===== src/rtl/step_pulse_gen_pkg.sv =====
// step_pkg: shared state encoding and default timing/width constants for the step generator.
// Latency: n/a (declarations only).
// Backpressure: n/a.
package step_pkg;

  typedef enum logic [1:0] {
    IDLE  = 2'd0,
    SETUP = 2'd1,
    PULSE = 2'd2,
    GAP   = 2'd3
  } step_state_t;

  localparam int STEP_DIV_W     = 15;
  localparam int STEP_CNT_W     = 15;
  localparam int STEP_PULSE_W   = 24;
  localparam int STEP_DIR_SETUP = 48;

endpackage


===== src/rtl/step_pulse_gen_if.sv =====
// step_pulse_gen_if: segment command in, STEP/DIR and status out, between dispatcher and one axis.
// Latency: none (wires only).
// Backpressure: master must watch activeMode; loads while busy are dropped by the slave.
interface step_pulse_gen_if
  import step_pkg::*;
#(
  parameter int DIV_W = STEP_DIV_W,
  parameter int CNT_W = STEP_CNT_W
);
  logic             load;
  logic [DIV_W-1:0] divider;
  logic [CNT_W-1:0] stepsToGo;
  logic             dirInput;
  logic             step;
  logic             dir;
  logic             activeMode;
  logic             done;
  logic             aborted;
  logic [CNT_W-1:0] stepsLeft;

  modport master (
    output load, divider, stepsToGo, dirInput,
    input  step, dir, activeMode, done, aborted, stepsLeft
  );

  modport slave (
    input  load, divider, stepsToGo, dirInput,
    output step, dir, activeMode, done, aborted, stepsLeft
  );
endinterface


===== src/rtl/step_pulse_gen_term_sync.sv =====
// term_sync: 2-flop synchronizer for the raw active-low end-stop input.
// Latency: 2 cycles from a term change to termOut.
// Backpressure: none; resets to 1 (switch open) so reset never looks like a hit end-stop.
module term_sync (
  input  logic CLK,
  input  logic rst_n,
  input  logic termIn,
  output logic termOut
);
  logic meta;
  logic sync;

  // Two back-to-back flops to settle metastability on the asynchronous switch input.
  always_ff @(posedge CLK or negedge rst_n) begin
    if (!rst_n) begin
      meta <= 1'b1;
      sync <= 1'b1;
    end else begin
      meta <= termIn;
      sync <= meta;
    end
  end

  assign termOut = sync;
endmodule


===== src/rtl/step_pulse_gen.sv =====
// step_pulse_gen: per-axis STEP/DIR generator for one segment; optional end-stop abort under STEP_TERM_STOP_EN.
// Latency: first STEP rise 1 cycle after an accepted load, 1+DIR_SETUP cycles when DIR changes.
// Backpressure: load accepted only in IDLE (including the done cycle); loads while busy are ignored.
module step_pulse_gen
  import step_pkg::*;
#(
  parameter int DIV_W     = STEP_DIV_W,
  parameter int CNT_W     = STEP_CNT_W,
  parameter int PULSE_W   = STEP_PULSE_W,
  parameter int DIR_SETUP = STEP_DIR_SETUP
) (
  input  logic             CLK,
  input  logic             rst_n,
  input  logic             term,
  step_pulse_gen_if.slave  bus
);
  // Phase counter is one bit wider than the divider so 2*PULSE_W never wraps.
  localparam logic [DIV_W:0]   MIN_P      = (DIV_W+1)'(2 * PULSE_W);
  localparam logic [DIV_W:0]   PULSE_LAST = (DIV_W+1)'(PULSE_W - 1);
  localparam logic [DIV_W:0]   SETUP_LAST = (DIV_W+1)'(DIR_SETUP - 1);
  localparam logic [DIV_W:0]   GAP_SUB    = (DIV_W+1)'(PULSE_W + 1);
  localparam logic [DIV_W:0]   PH_ONE     = (DIV_W+1)'(1);
  localparam logic [CNT_W-1:0] ONE_STEP   = CNT_W'(1);

  step_state_t      state;
  logic [DIV_W:0]   phase;
  logic [DIV_W:0]   period;
  logic [DIV_W:0]   divExt;
  logic [DIV_W:0]   pEff;
  logic [CNT_W-1:0] stepsLeftQ;
  logic             stepQ;
  logic             dirQ;
  logic             activeQ;
  logic             doneQ;
  logic             abortedQ;
  logic             homeBlocked;
  logic             abortNow;

`ifdef STEP_TERM_STOP_EN
  logic termSyncd;

  term_sync uTermSync (
    .CLK     (CLK),
    .rst_n   (rst_n),
    .termIn  (term),
    .termOut (termSyncd)
  );

  assign homeBlocked = ~termSyncd;
`else
  // End-stop ignored in this build: never blocks, so aborted can never be set.
  logic unusedTerm;
  assign unusedTerm  = term;
  assign homeBlocked = 1'b0;
`endif

  // Period is clamped so the gap is never shorter than the STEP high time.
  assign divExt   = {1'b0, bus.divider};
  assign pEff     = (divExt > MIN_P) ? divExt : MIN_P;
  // Only motion toward home is stopped by the end-stop.
  assign abortNow = activeQ && !dirQ && homeBlocked;

  // Segment sequencer: IDLE -> [SETUP] -> (PULSE -> GAP)* -> IDLE, all outputs registered.
  always_ff @(posedge CLK or negedge rst_n) begin
    if (!rst_n) begin
      state      <= IDLE;
      phase      <= '0;
      period     <= '0;
      stepsLeftQ <= '0;
      stepQ      <= 1'b0;
      dirQ       <= 1'b0;
      activeQ    <= 1'b0;
      doneQ      <= 1'b0;
      abortedQ   <= 1'b0;
    end else begin
      doneQ <= 1'b0;
      unique case (state)
        IDLE: begin
          if (bus.load) begin
            abortedQ <= 1'b0;
            if (!bus.dirInput && homeBlocked) begin
              doneQ    <= 1'b1;
              abortedQ <= 1'b1;
            end else if (bus.stepsToGo == '0 || bus.divider == '0) begin
              doneQ <= 1'b1;
            end else begin
              activeQ <= 1'b1;
              period  <= pEff;
              if (bus.dirInput != dirQ) begin
                dirQ       <= bus.dirInput;
                stepsLeftQ <= bus.stepsToGo;
                phase      <= SETUP_LAST;
                state      <= SETUP;
              end else begin
                stepsLeftQ <= bus.stepsToGo - ONE_STEP;
                stepQ      <= 1'b1;
                phase      <= PULSE_LAST;
                state      <= PULSE;
              end
            end
          end
        end

        SETUP: begin
          if (abortNow) begin
            state    <= IDLE;
            activeQ  <= 1'b0;
            doneQ    <= 1'b1;
            abortedQ <= 1'b1;
          end else if (phase == '0) begin
            stepsLeftQ <= stepsLeftQ - ONE_STEP;
            stepQ      <= 1'b1;
            phase      <= PULSE_LAST;
            state      <= PULSE;
          end else begin
            phase <= phase - PH_ONE;
          end
        end

        PULSE: begin
          // A started pulse always runs its full width, abort or not.
          if (phase == '0) begin
            stepQ <= 1'b0;
            if (abortNow) begin
              state    <= IDLE;
              activeQ  <= 1'b0;
              doneQ    <= 1'b1;
              abortedQ <= 1'b1;
            end else begin
              phase <= period - GAP_SUB;
              state <= GAP;
            end
          end else begin
            phase <= phase - PH_ONE;
          end
        end

        GAP: begin
          if (abortNow) begin
            state    <= IDLE;
            activeQ  <= 1'b0;
            doneQ    <= 1'b1;
            abortedQ <= 1'b1;
          end else if (phase == '0) begin
            if (stepsLeftQ != '0) begin
              stepsLeftQ <= stepsLeftQ - ONE_STEP;
              stepQ      <= 1'b1;
              phase      <= PULSE_LAST;
              state      <= PULSE;
            end else begin
              state   <= IDLE;
              activeQ <= 1'b0;
              doneQ   <= 1'b1;
            end
          end else begin
            phase <= phase - PH_ONE;
          end
        end

        default: state <= IDLE;
      endcase
    end
  end

  assign bus.step       = stepQ;
  assign bus.dir        = dirQ;
  assign bus.activeMode = activeQ;
  assign bus.done       = doneQ;
  assign bus.aborted    = abortedQ;
  assign bus.stepsLeft  = stepsLeftQ;
endmodule


===== src/flat_wrapper.sv =====
// flat-port wrapper written by rule: the top's interface ports become plain ports
module step_pulse_gen_flat import step_pkg::*;
#(
  parameter int DIV_W     = STEP_DIV_W,
  parameter int CNT_W     = STEP_CNT_W,
  parameter int PULSE_W   = STEP_PULSE_W,
  parameter int DIR_SETUP = STEP_DIR_SETUP
)
  (CLK, rst_n, term, bus_load, bus_divider, bus_stepsToGo, bus_dirInput, bus_step, bus_dir, bus_activeMode, bus_done, bus_aborted, bus_stepsLeft);
  step_pulse_gen_if #(.DIV_W(DIV_W), .CNT_W(CNT_W)) bus_i ();
  input  logic CLK;
  input  logic rst_n;
  input  logic term;
  input wire logic [$bits(bus_i.load)-1:0] bus_load;
  input wire logic [$bits(bus_i.divider)-1:0] bus_divider;
  input wire logic [$bits(bus_i.stepsToGo)-1:0] bus_stepsToGo;
  input wire logic [$bits(bus_i.dirInput)-1:0] bus_dirInput;
  output wire logic [$bits(bus_i.step)-1:0] bus_step;
  output wire logic [$bits(bus_i.dir)-1:0] bus_dir;
  output wire logic [$bits(bus_i.activeMode)-1:0] bus_activeMode;
  output wire logic [$bits(bus_i.done)-1:0] bus_done;
  output wire logic [$bits(bus_i.aborted)-1:0] bus_aborted;
  output wire logic [$bits(bus_i.stepsLeft)-1:0] bus_stepsLeft;
  assign bus_i.load = bus_load;
  assign bus_i.divider = bus_divider;
  assign bus_i.stepsToGo = bus_stepsToGo;
  assign bus_i.dirInput = bus_dirInput;
  assign bus_step = bus_i.step;
  assign bus_dir = bus_i.dir;
  assign bus_activeMode = bus_i.activeMode;
  assign bus_done = bus_i.done;
  assign bus_aborted = bus_i.aborted;
  assign bus_stepsLeft = bus_i.stepsLeft;
  step_pulse_gen #(.DIV_W(DIV_W), .CNT_W(CNT_W), .PULSE_W(PULSE_W), .DIR_SETUP(DIR_SETUP)) u_core (.CLK(CLK), .rst_n(rst_n), .term(term), .bus(bus_i));
endmodule

===== config.mk =====
export PLATFORM = sky130hd
export DESIGN_NAME = step_pulse_gen_flat
export DESIGN_NICKNAME = d
export VERILOG_FILES = /design/src/rtl/step_pulse_gen_pkg.sv /design/src/rtl/step_pulse_gen_if.sv /design/src/rtl/step_pulse_gen_term_sync.sv /design/src/rtl/step_pulse_gen.sv /design/src/flat_wrapper.sv
export SDC_FILE = /design/constraint.sdc
export NUM_CORES = 1
export LEC_CHECK = 0
export BUFFER_PORTS_ARGS = -buffer_cell sky130_fd_sc_hd__buf_2
export CELL_PAD_IN_SITES_DETAIL_PLACEMENT = 0
export CELL_PAD_IN_SITES_GLOBAL_PLACEMENT = 1
export CORE_ASPECT_RATIO = 0.75
export CORE_MARGIN = 3
export CORE_UTILIZATION = 43
export CTS_CLUSTER_SIZE = 20
export DETAILED_ROUTE_END_ITERATION = 12
export GPL_ROUTABILITY_DRIVEN = 0
export PLACE_DENSITY_LB_ADDON = 0.1
export SLEW_MARGIN = 40
export SYNTH_ARGS = -nofsm -noshare
export SYNTH_HDL_FRONTEND = slang
export SYNTH_SLANG_ARGS = --single-unit

===== constraint.sdc =====
create_clock -name CLK -period 3.2 [get_ports CLK]
set_clock_uncertainty 0.1 [all_clocks]
set_input_delay 0.64 -clock CLK [delete_from_list [all_inputs] [get_ports CLK]]
set_output_delay 0.64 -clock CLK [all_outputs]
set_load 0.02 [all_outputs]

# Word level (Yosys, flattened, before mapping)
# Index checks and enable logic that the tools add are counted.
# word_totals
register_bits	54
word_cells	91
inputBits	35
out_inout_bits	20
# classes
n_eq_ne	13
n_bitwise	3
addsub	4
n_mux	44
n_lt_le_gt_ge	1
n_reduce_logical	17
# ops
cell	count
15-bit two-way mux	7
16-bit two-way mux	6
16-bit one-hot mux with 4 select lines	1
15-bit one-hot mux with 3 select lines	1
15-bit zero test	2
15-bit by 1-bit subtractor with 15-bit output (second input constant)	2
1-bit two-way mux	17
16-bit zero test	1
16-bit by 1-bit subtractor with 16-bit output (second input constant)	1
16-bit by 5-bit subtractor with 16-bit output (second input constant)	1
15-bit by 6-bit greater-than comparator with 1-bit output (second input constant)	1
15-bit nonzero test	1
2-bit two-way mux	7
5-bit AND reduction	2
2-bit by 1-bit != test with 1-bit output (second input constant)	4
2-bit != test (second input constant)	4
2-bit one-hot mux with 4 select lines	1
7-bit AND reduction	1
6-bit two-way mux	1
3-bit AND reduction	2
6-bit AND reduction	1
2-bit == test (second input constant)	2
1-bit one-hot mux with 4 select lines	1
4-bit AND reduction	1
12 further kinds	14

# Depth between registers and ports, before layout
# logic_depth
depth_word	5
ltp_mapped	10

# Worst setup path before layout
# OpenSTA, ideal clock, no wires.
# synth_timing
kind	input -> register
startpoint	input bus_stepsToGo[0]
endpoint	register u_core.stepsLeftQ[11] (netlist: u_core.bus.stepsLeft[11])
setup_slack_ps	599
required_ps	2979
path_stages	9
arrival_time_ps	2380
n_path_buf	1
path_cell_list	inv_1 -> ha_1 -> or4b_1 -> nor3_1 -> nand2_1 -> a31oi_4 -> nor3_2 -> clkbuf_1 -> a22o_1
# synth_via
elab_chain_cells	5
elab_cells_between_ends	9
classes_between	add/sub (1); eq/ne (1); mux (4); reduce/logical (3)
# synth_lines
item	line_no	rtl
from (decl)	flat_wrapper.sv:16	input wire logic [$bits(bus_i.stepsToGo)-1:0] bus_stepsToGo;
15-bit by 1-bit subtractor with 15-bit output	step_pulse_gen.sv:95	stepsLeftQ <= bus.stepsToGo - ONE_STEP;
15-bit two-way mux	step_pulse_gen.sv:89	if (bus.dirInput != dirQ) begin
15-bit two-way mux	step_pulse_gen.sv:84	end else if (bus.stepsToGo == '0 || bus.divider == '0) begin
15-bit two-way mux	step_pulse_gen.sv:79	if (bus.load) begin
15-bit one-hot mux with 3 select lines	step_pulse_gen.sv:77	unique case (state)
to (signal assigned)	step_pulse_gen.sv:91	stepsLeftQ <= bus.stepsToGo;
to (signal assigned)	step_pulse_gen.sv:95	
to (signal assigned)	step_pulse_gen.sv:111	stepsLeftQ <= stepsLeftQ - ONE_STEP;
to (decl)	step_pulse_gen.sv:30	logic [CNT_W-1:0] stepsLeftQ;
# Parallel ways exist; a longest one is shown, timed or not. The select of a mux whose other input is x is not followed.
# A chain may end at the register's enable or synchronous reset.

# Worst setup path in the final report
# layout_timing
startpoint	register u_core.phase[0]
endpoint	register u_core.stepsLeftQ[9] (netlist: u_core.bus.stepsLeft[9])
# layout_via
elab_chain_cells	3
elab_cells_between_ends	4
classes_between	eq/ne (2); reduce/logical (2)
# layout_lines
item	line_no	rtl
from (decl)	step_pulse_gen.sv:26	logic [DIV_W:0] phase;
from (signal assigned)	step_pulse_gen.sv:116	phase <= phase - PH_ONE;
from (signal assigned)	step_pulse_gen.sv:130	phase <= period - GAP_SUB;
from (signal assigned)	step_pulse_gen.sv:134	phase <= phase - PH_ONE;
16-bit zero test *	step_pulse_gen.sv:110, step_pulse_gen.sv:144	
2-bit by 1-bit != test with 1-bit output (no line)	--	
6-bit AND reduction (no line) *	--	
to (signal assigned)	step_pulse_gen.sv:95	
to (signal assigned)	step_pulse_gen.sv:111	
to (signal assigned)	step_pulse_gen.sv:146	stepsLeftQ <= stepsLeftQ - ONE_STEP;
# Mark *: on every way between the ends. The rest lies on a longest branch, timed or not.

==> impl_metrics.json <==
{
  "max-vdd-ir-drop_mv": 0.5089,
  "synth_cell_type_count": 62,
  "cts_htree_levels": 2,
  "ant_nets": 0,
  "powerDensity_mw_per_mm2": 1044,
  "worst_slew_pin_tran_ns": 0.7882,
  "power.share.clock_pct": 14.5,
  "crit_path_max_fanout": 21,
  "detailedRoute.firstIterationViolations": 219,
  "worstPathArrival_ns": 2.88,
  "crit_start": "u_core.phase[0]",
  "crit_chain": "inv_1 > ha_1 > nor2b_1 > nand4_4 > nor4_4 > nor2_2 > nor3_4 > o21ai_0 > a22o_1",
  "design.die.area_mm2": 0.009662,
  "synthDominantCellAreaShare_pct": 35.57,
  "setup_repair_after_global_routing_missed_its_margin": "no",
  "design_area_mm2": 0.004289,
  "report.final.hold_viol_count": 0,
  "cts_tree": "done",
  "ys_dominant_reg_cell": "dfrtp_1",
  "max_slew_violations": 0,
  "die_h_um": 85.88,
  "ioPinCount": 55,
  "relative_slew_margins_pct": 47.28,
  "combinationalPowerShare_pct": 56.6,
  "yosys_warnings": 0,
  "detailedRoute.firstPassIterationCount": 5,
  "rrSetupSlack_ns": 0.41,
  "cts_hold_buffers": 0,
  "grt_antenna_before_repair": 0,
  "outcome": "finished, final reports clean",
  "most_used_cells_in_the_layout_excluding_fill_and_tap_cells": "buf_2 (52), dfrtp_1 (52), nand2_1 (39)",
  "postCtsSetupBuffers": 0,
  "internal-power_uw": 2308,
  "final_layout_size_suffix_gt1_share_pct": 20.98,
  "syn_nets": 478,
  "post-synth-top-area-cell": "dfrtp_1",
  "n_antenna_cell": 0,
  "grt-ovfl-total": 0,
  "vias_per_cell": 5.718,
  "clock_latency_ns": 0.30,
  "power.leakage_uw": 0.001814,
  "first_pass_grt_wire_length_um": 16730,
  "cp_slowest_cell": "nor3_4",
  "top_cells_by_area_synth": "dfrtp_1 (36%), a21oi_1 (5.2%), o21ai_0 (4.4%)",
  "placementRows": 28,
  "critPathMaxStageDelay_ns": 0.66,
  "grt_pass1_vias": 3111,
  "power.switching_uw": 2168,
  "timing.final.crit_period_ns": 2.794,
  "worstReg2RegStart": "u_core.phase[0]",
  "post_synth_instance_area_mm2": 0.003659,
  "cap_violations": 0,
  "cts-root-buf": "clkbuf_16",
  "wire_per_inst_um": 17.26,
  "synth_area_per_cell_um2": 8.449,
  "drc_markers": 0,
  "fmax_mhz": 357.9,
  "synthToLayoutAreaGrowth_pct": 17.24,
  "placedInstanceArea_mm2": 0.004105,
  "groute.usage.overall_pct": 21.73,
  "critPathKind": "flop to flop",
  "die_width_um": 112.5,
  "postRouteWirelength_um": 10290,
  "ys_seq_area_share_pct": 35.57,
  "floorplan.initialDensity_pct": 45.21,
  "final_nets": 535,
  "finalSetupTns_ns": 0,
  "synth_async_sr_flop_share_pct": 100.0,
  "min_period_over_period_pct": 87.31,
  "setup_violations": 0,
  "swShare_pct": 48.43,
  "cts-resized-gates": 0,
  "number_of_port_buffers": 52,
  "cts.sinks": 52,
  "dr_total_vias": 3408,
  "detailedPlacementHpwl_um": 7738,
  "power.sequential.fraction_pct": 28.9,
  "synth_enable_flop_cells": 0,
  "core-area_mm2": 0.008093,
  "cts_made_buffers": 5,
  "grt_start_max_net_pins": 53,
  "ys_ff_latch": 52,
  "cts.reportedPaths.clkPinSlew_ns": 0.06,
  "timing.critical_path.from_type": "flop",
  "cp_data_required_time_ns": 3.28,
  "fill_cells": 780,
  "synthCells": 433,
  "ctsLongestPathBuffers": 2,
  "timing.hold.worst.class": "primary input to asynchronous set/reset pin",
  "critPathCaptureType": "flop"
}
final timing paths:
check / endpoint / depth (start not counted)
max in group asynchronous: u_core.phase[2] / 2
max: u_core.bus.stepsLeft[9] / 9
min in group CLK: u_core.phase[8] / 2
min reg2reg: u_core.phase[8] / 2
max reg2reg: u_core.bus.stepsLeft[9] / 9
min: u_core.bus.stepsLeft[10] / 2
cell usage after synthesis, types with 3 or more instances:
master and n:
nor3_1 20, and3_1 4, or4_1 6, a21oi_1 38, nor4_1 8, a31oi_1 4, dfrtp_1 52, nor2_1 36
a21o_1 3, and2_1 3, a32o_1 3, nand2_1 39, o22ai_1 3, or3_1 8, o21ai_1 16, inv_1 18
clkbuf_1 13, xnor2_1 17, nand2b_1 7, xor2_1 12, nand3_1 12, a22o_1 4, o21ai_0 32, a211oi_1 3
ha_1 10, nor3_2 3, mux2_2 10
metal layers:
| metal | wire [µm] | up-vias | global-route usage, % |
|---|---|---|---|
| met4 | 58 | 0 | 3.166 |
| met5 | 0 | - | 0 |
| li1 | - | 1686 | - |
| met1 | 5685 | 1619 | 37.01 |
| met3 | 653 | 8 | 3.808 |
| met2 | 3889 | 95 | 28.23 |
logic make-up (layout without fill, tap and decap cells):
kind of cell	Yosys count	after routing	synth area share (%)
AND/OR/NAND/NOR	164	164	24.38
AO/OA/AOI/OAI	130	130	22.09
flip-flops	52	52	35.57
buffers and inverters	36	94	4.138
XOR/XNOR	29	29	6.942
multiplexers	11	11	3.352
adder cells (fa/ha/maj)	10	10	3.420
other	1	1	0.1025
flip-flops by register name (all words and copies together) (netlist names):
register / flops
u_core.bus.stepsLeft: 15
u_core.bus.dir: 1
u_core.state: 2
u_core.phase: 16
u_core.bus.step: 1
u_core.period: 15
u_core.bus.activeMode: 1
u_core.bus.done: 1
power groups by stage:
stage / logic (µW) / registers, µW / clock network (µW)
floorplan: 1710 / 1340 / 0
finish: 2530 / 1290 / 650
detailed placement: 2500 / 1300 / 0
global placement: 2450 / 1280 / 0
CTS: 2510 / 1280 / 662
global route: 2820 / 1340 / 689
worst max-delay path, delay by kind of cell (launching register included):
kind / cells / cell delay, ns
flops: 1 / 0.40
simple gates: 5 / 1.41
fa+ha+maj: 1 / 0.19
compound gates: 2 / 0.49
buf+inv: 1 / 0.09
metrics by stage:
step                power [µW]  util [%]  instances  hold WS (ns)  worst slack, ns
finish                    4476     53.00        596        0.2226           0.4061
global route              4850     53.00        596        0.2436           0.1544
CTS                       4461     52.92        596        0.2425           0.4481
detailed placement        3796     50.73        588        0.4295           0.1709
global placement          3737     50.65        588        0.4109          0.06802
floorplan                 3044         -        433        0.2444           0.5991
layout make-up:
cell class                 count  area (µm²)  area share, %
inverter                      18       67.56          1.575
multi-input combinational    345        2218          51.72
tap                          105       131.4          3.063
timing repair buffer          68       392.9          9.160
sequential                    52        1301          30.34
clock buffer                   6       138.9          3.238
clock inverter                 2       38.79         0.9043
Power figures use the tool's default switching activity.
